`src/rtl/uart_pkg.sv`:
```
// Shared UART definitions: oversample arithmetic, TX state encoding and default word size.
// Used by both the transmitter and the receiver so both ends derive identical baud timing.
package uart_pkg;

  localparam int OVERSAMPLE_RATE    = 16;
  localparam int DEFAULT_DATA_WIDTH = 8;

  typedef enum logic [2:0] {
    IDLE,
    START,
    DATA,
    PARITY,
    STOP
  } tx_state_t;

  function automatic int cycles_per_tick(input int clk_freq, input int baud_rate);
    return clk_freq / (baud_rate * OVERSAMPLE_RATE);
  endfunction

endpackage

```
`src/rtl/uart_baud_gen.sv`:
```
// Bit-period counter: counts 0..BIT_CYCLES-1 while enabled and pulses bit_done_o on the last cycle.
// Held at zero when disabled or cleared, so it never free-runs between frames.
module uart_baud_gen #(
  parameter int BIT_CYCLES = 432
) (
  input  logic clk,
  input  logic rst_n,
  input  logic en_i,
  input  logic clr_i,
  output logic bit_done_o
);

  localparam int CW = (BIT_CYCLES > 1) ? $clog2(BIT_CYCLES) : 1;

  logic [CW-1:0] cnt_q, cnt_d;

  assign bit_done_o = en_i && !clr_i && (cnt_q == CW'(BIT_CYCLES - 1));

  always_comb begin
    cnt_d = cnt_q;
    if (clr_i || !en_i || bit_done_o) cnt_d = '0;
    else                              cnt_d = cnt_q + CW'(1);
  end

  always_ff @(posedge clk or negedge rst_n) begin
    if (!rst_n) cnt_q <= '0;
    else        cnt_q <= cnt_d;
  end

endmodule

```
`src/rtl/uart_tx.sv`:
```
// UART transmitter: start bit, DATA_WIDTH data bits LSB first, even parity, stop bit; TxD registered.
// Optional UART_TX_PARITY_INJECT_EN adds force_parity_err to transmit inverted parity.
module uart_tx
  import uart_pkg::*;
#(
  parameter int CLK_FREQ   = 50_000_000,
  parameter int BAUD_RATE  = 115_200,
  parameter int DATA_WIDTH = DEFAULT_DATA_WIDTH
) (
  input  logic                  clk,
  input  logic                  reset,
  input  logic [DATA_WIDTH-1:0] TxData,
  input  logic                  tx_valid,
`ifdef UART_TX_PARITY_INJECT_EN
  input  logic                  force_parity_err,
`endif
  output logic                  tx_ready,
  output logic                  TxD,
  output logic                  tx_busy
);

  localparam int BIT_CYCLES = cycles_per_tick(CLK_FREQ, BAUD_RATE) * OVERSAMPLE_RATE;
  localparam int IW         = $clog2(DATA_WIDTH) + 1;

  tx_state_t             state_q, state_d;
  logic [DATA_WIDTH-1:0] shift_q, shift_d;
  logic [IW-1:0]         bit_idx_q, bit_idx_d;
  logic                  parity_q, parity_d;
  logic                  txd_q, txd_d;
  logic                  accept, bit_done, par_in;

  assign tx_ready = (state_q == IDLE);
  assign tx_busy  = !tx_ready;
  assign TxD      = txd_q;
  assign accept   = tx_valid && tx_ready;

`ifdef UART_TX_PARITY_INJECT_EN
  assign par_in = (^TxData) ^ force_parity_err;
`else
  assign par_in = ^TxData;
`endif

  uart_baud_gen #(.BIT_CYCLES(BIT_CYCLES)) u_baud (
    .clk       (clk),
    .rst_n     (reset),
    .en_i      (state_q != IDLE),
    .clr_i     (accept),
    .bit_done_o(bit_done)
  );

  // txd_d always holds the level of the *next* bit so TxD only moves on bit boundaries.
  always_comb begin
    state_d   = state_q;
    shift_d   = shift_q;
    bit_idx_d = bit_idx_q;
    parity_d  = parity_q;
    txd_d     = txd_q;
    case (state_q)
      IDLE: begin
        txd_d = 1'b1;
        if (accept) begin
          shift_d   = TxData;
          parity_d  = par_in;
          bit_idx_d = '0;
          txd_d     = 1'b0;
          state_d   = START;
        end
      end
      START: if (bit_done) begin
        txd_d   = shift_q[0];
        state_d = DATA;
      end
      DATA: if (bit_done) begin
        shift_d   = shift_q >> 1;
        bit_idx_d = bit_idx_q + IW'(1);
        if (bit_idx_q == IW'(DATA_WIDTH - 1)) begin
          txd_d   = parity_q;
          state_d = PARITY;
        end else begin
          txd_d = shift_d[0];
        end
      end
      PARITY: if (bit_done) begin
        txd_d   = 1'b1;
        state_d = STOP;
      end
      STOP: if (bit_done) state_d = IDLE;
      default: begin
        txd_d   = 1'b1;
        state_d = IDLE;
      end
    endcase
  end

  always_ff @(posedge clk or negedge reset) begin
    if (!reset) begin
      state_q   <= IDLE;
      shift_q   <= '0;
      bit_idx_q <= '0;
      parity_q  <= 1'b0;
      txd_q     <= 1'b1;
    end else begin
      state_q   <= state_d;
      shift_q   <= shift_d;
      bit_idx_q <= bit_idx_d;
      parity_q  <= parity_d;
      txd_q     <= txd_d;
    end
  end

endmodule

```
`config.mk`:
```
export PLATFORM = sky130hd
export DESIGN_NAME = uart_tx
export DESIGN_NICKNAME = d
export VERILOG_FILES = /design/src/rtl/uart_pkg.sv /design/src/rtl/uart_baud_gen.sv /design/src/rtl/uart_tx.sv
export SDC_FILE = /design/constraint.sdc
export NUM_CORES = 1
export LEC_CHECK = 0
export CAP_MARGIN = 20
export CORE_MARGIN = 2
export CORE_UTILIZATION = 55
export CTS_CLUSTER_DIAMETER = 60
export DETAILED_ROUTE_END_ITERATION = 8
export PLACE_DENSITY = 0.78
export RECOVER_POWER = 100
export SKIP_CTS_REPAIR_TIMING = 1
export SLEW_MARGIN = 10
export SYNTH_ARGS = -nofsm -noshare
export SYNTH_HDL_FRONTEND = slang
export SYNTH_HIERARCHICAL = 1
export SYNTH_SLANG_ARGS = --single-unit
```
`constraint.sdc`:
```
create_clock -name clk -period 3.15 [get_ports clk]
set_clock_uncertainty 0.05 [all_clocks]
set_input_delay 0.63 -clock clk [delete_from_list [all_inputs] [get_ports clk]]
set_output_delay 0.63 -clock clk [all_outputs]
set_load 0.05 [all_outputs]
```
==> flow_summary_export.csv, run 1 <==
group,metric,value,unit
logic_synthesis,avgSynthCellArea,10.5,µm²
sta,tightest_slew,1290,ps
worst_setup_path,endpoint_kind,"output pin",
power,p_per_area,510,mW/mm²
routing,wirelength,2.30,mm
logic_synthesis,synth.distinct_cells,41,
power,power_frac_comb,0.208,
logic_synthesis,synth_area,0.00143,mm²
global_route,grt_max_degree,19,
finish,fillCellCount,217,
floorplanning,die-area,0.00302,mm²
finish,design_area,0.00156,mm²
finish,syn2layout_area_growth,8.84,%
routing,dr_total_vias,1021,
routing,wl_per_cell,12.8,µm
global_route,antenna_found_initial,0,
power,pwr-share-seq,0.580,
cts,cts_buffers,3,
floorplanning,io_pins,14,
power,p_leak,0.595,nW
cts,cts_tree,"yes",
routing,firstDrtPassIters,4,
place,place.gp.congestion,0.810,
power,clockPowerShare,0.212,
routing,detail-route-antenna-nets,0,
sta,min_period,2800,ps
cts,worst_skew_pair.late_latency,320,ps
sta,setup_tns,0,ps
logic_synthesis,netlist_top_cells_count,"dfrtp_1, nor2_1, a21oi_1, xnor2_1, mux2i_1",
worst_setup_path,endpoint,"tx_ready",
sta,setup_ws,346,ps
worst_setup_path,r2r-end,"shift_q[2]$_DFFE_PN0P_",
floorplanning,rows,18,
sta,slew_headroom,0.128,
floorplanning,die_h,55.0,µm
sta,period_share,0.890,
routing,drc,0,
worst_setup_path,start_kind,"flip-flop",
logic_synthesis,yosysSeqAreaShare,0.456,
power,p_switching,0.244,mW
finish,num-nets-final,163,
cts,cts.sinks,26,
logic_synthesis,async_flop_share,1.00,
place,place_ws,433,ps
global_route,gr-total-overflow,0,
global_route,grt_pass1_wl,3.90,mm
worst_setup_path,path_max_fanout,11,
sta,rsz0062_at_grt,"no",
cts,clockBufferDepth,2,
min_path,holdCritPathClass,"flip-flop to flip-flop",
finish,drive_gt1_frac,0.0738,
cts,clkTransAtPathRegs,140,ps
logic_synthesis,synthFlopType,"dfrtp_1",
cts,root_buffer,"clkbuf_4",
finish,stdcell_count,179,
floorplanning,die_w,55.0,µm
power,irDropWorstVdd,342,µV
place,numPortBuffers,13,
sta,fmax,0.357,GHz
run,cap_viol_max_count,0,
logic_synthesis,ys_ff_latch,26,
logic_synthesis,yosysTopAreaCellShare,0.437,
place,place.detailed.hpwl,1.73,mm
global_route,grt_pass1_vias,918,
logic_synthesis,synth.most_common_cell,"dfrtp_1",
logic_synthesis,synth_top_area_cell,"dfrtp_1",
floorplanning,core-area,0.00248,mm²
place,dpl.cell_count,175,
worst_setup_path,required,2470,ps
place,placed_cell_area,0.00157,mm²
worst_setup_path,reg2reg_slack,600,ps
power,swShare,0.307,
logic_synthesis,synth_edf_count,0,
worst_setup_path,critPathLaunch,"state_q[0]$_DFFE_PN0P_",
finish,postLayoutCoreUtil,0.628,
worst_setup_path,critical_path_arrival,2120,ps
finish,antenna_cells,0,
power,intPower,0.550,mW
sta,slew_violations,0,
cts,h-tree-depth,1,
logic_synthesis,syn_inst,136,
status,outcome,"finished, final reports clean",
finish,seq_area,652,µm²
worst_setup_path,r2r-start,"state_q[0]$_DFFE_PN0P_",
worst_setup_path,worstRegToRegCells,8,
sta,finalSetupViolCount,0,
logic_synthesis,synth_area_leaders,"dfrtp_1, mux2i_1, xnor2_1",
logic_synthesis,synthesis.nets,149,
sta,final_hold_viol_count,0,
routing,vias_per_cell,5.70,
finish,multi_input_area,682,µm²
global_route,grt_usage,0.182,
floorplanning,start_util,0.577,
logic_synthesis,synth-warning-count,6,
worst_setup_path,criticalPathCategory,"flip-flop to output pin",
routing,drt_iter0_markers,30,
==> final cells by class <==
type / instances / area share
clock buffers: 4 / 0.0233
inverters: 3 / 0.00723
multi-input cells: 101 / 0.438
flip-flops and latches: 26 / 0.419
well taps: 30 / 0.0241
repair buffers: 15 / 0.0884
==> layout by cell type (no fill, tap or decap), types with 2 or more instances in the layout <==
cell             synthesis  final
dfrtp_1                 25     25
nor2_1                  18     18
a21oi_1                 11     11
xnor2_1                 10     10
mux2i_1                  9      9
clkdlybuf4s50_1          0      8
nand2_1                  5      6
o21ai_0                  6      6
dlygate4sd3_1            0      5
nand3_1                  3      4
or3_1                    4      4
nor3_1                   2      3
inv_1                    3      3
xor2_1                   3      3
clkbuf_4                 0      3
and2_0                   0      2
nand2b_1                 2      2
o32a_1                   2      2
nand3b_1                 2      2
ha_1                     2      2
clkbuf_1                 0      2
nor2b_1                  2      2
==> through the flow <==
stage               hold WS (ps)  total power [mW]
floorplan                    284             0.601
global placement             396             0.645
detailed placement           404             0.653
CTS                          423             0.825
global route                 451             0.853
finish                       420             0.794
==> critical path, cell delays in order, from the launching register on <==
cell and delay [ps]:
dfrtp_1 560, nor3_1 330, dlygate4sd3_1 910
==> logic make-up after synthesis <==
kind of cell / share of synthesized area
xor+xnor: 0.0796
buf+inv: 0.0359
compound gates: 0.129
simple gates: 0.209
flops: 0.456
mux: 0.0726
fa+ha+maj: 0.0175
==> how the worst min path moves through the flow <==
| stage | start | end | slack [ps] | depth (start not counted) |
|---|---|---|---|---|
| global placement | u_baud/cnt_q[0]$_DFF_PN0_ | u_baud/cnt_q[0]$_DFF_PN0_ | 400 | 1 |
| floorplan | reset | bit_idx_q[0]$_DFFE_PN0P_ | 280 | 0 |
| CTS | u_baud/cnt_q[0]$_DFF_PN0_ | u_baud/cnt_q[0]$_DFF_PN0_ | 420 | 1 |
| finish | u_baud/cnt_q[0]$_DFF_PN0_ | u_baud/cnt_q[0]$_DFF_PN0_ | 420 | 1 |
| detailed placement | u_baud/cnt_q[0]$_DFF_PN0_ | u_baud/cnt_q[0]$_DFF_PN0_ | 400 | 1 |
| global route | u_baud/cnt_q[0]$_DFF_PN0_ | u_baud/cnt_q[0]$_DFF_PN0_ | 450 | 1 |
==> power groups by stage <==
stage / combinational [mW] / sequential [mW] / clock (mW)
floorplan: 0.147 / 0.454 / 0
global placement: 0.170 / 0.475 / 0
detailed placement: 0.175 / 0.478 / 0
CTS: 0.177 / 0.471 / 0.178
global route: 0.189 / 0.474 / 0.190
finish: 0.165 / 0.461 / 0.168
==> registers in the layout, summed over array words and instances, names as in the netlist <==
signal and flops:
state_q 3, u_baud/cnt_q 9, parity_q 1, shift_q 8, bit_idx_q 4, TxD 1
==> routing by layer <==
metal	GRT usage	wire length (µm)	vias up
met5	0	0	-
met1	0.250	1120	488
met3	0.0403	101	0
met4	0.0610	0	0
li1	-	-	510
met2	0.286	1080	23
(Power assumes the default switching activity.)
==> inputs of run 2 (changes only) <==
==> constraint.sdc (replaced) <==
create_clock -name clk -period 3.2 [get_ports clk]
set_clock_uncertainty 0.05 [all_clocks]
set_input_delay 0.64 -clock clk [delete_from_list [all_inputs] [get_ports clk]]
set_output_delay 0.64 -clock clk [all_outputs]
set_load 0.05 [all_outputs]
==> results of run 2 <==
Same layout as run 1 (identical final DEF). Status: finished, final reports clean.
Among the figures that moved: setup slack after placement 433 ps -> 473 ps; setup slack after layout 346 ps -> 386 ps; register-to-register setup slack 600 ps -> 650 ps; total power 0.794 mW -> 0.782 mW; worst IR drop on VDD 342 µV -> 336 µV
==> inputs of run 3 (changes only) <==
--- a/config.mk
+++ b/config.mk
@@ -12,7 +12,6 @@
 export DETAILED_ROUTE_END_ITERATION = 8
 export PLACE_DENSITY = 0.78
 export RECOVER_POWER = 100
-export SKIP_CTS_REPAIR_TIMING = 1
 export SLEW_MARGIN = 10
 export SYNTH_ARGS = -nofsm -noshare
 export SYNTH_HDL_FRONTEND = slang
==> results of run 3 <==
Same layout as run 1 (identical final DEF). Status: finished, final reports clean.
Among the figures that moved: setup slack after placement 433 ps -> 473 ps; setup slack after layout 346 ps -> 386 ps; register-to-register setup slack 600 ps -> 650 ps; total power 0.794 mW -> 0.782 mW; worst IR drop on VDD 342 µV -> 336 µV
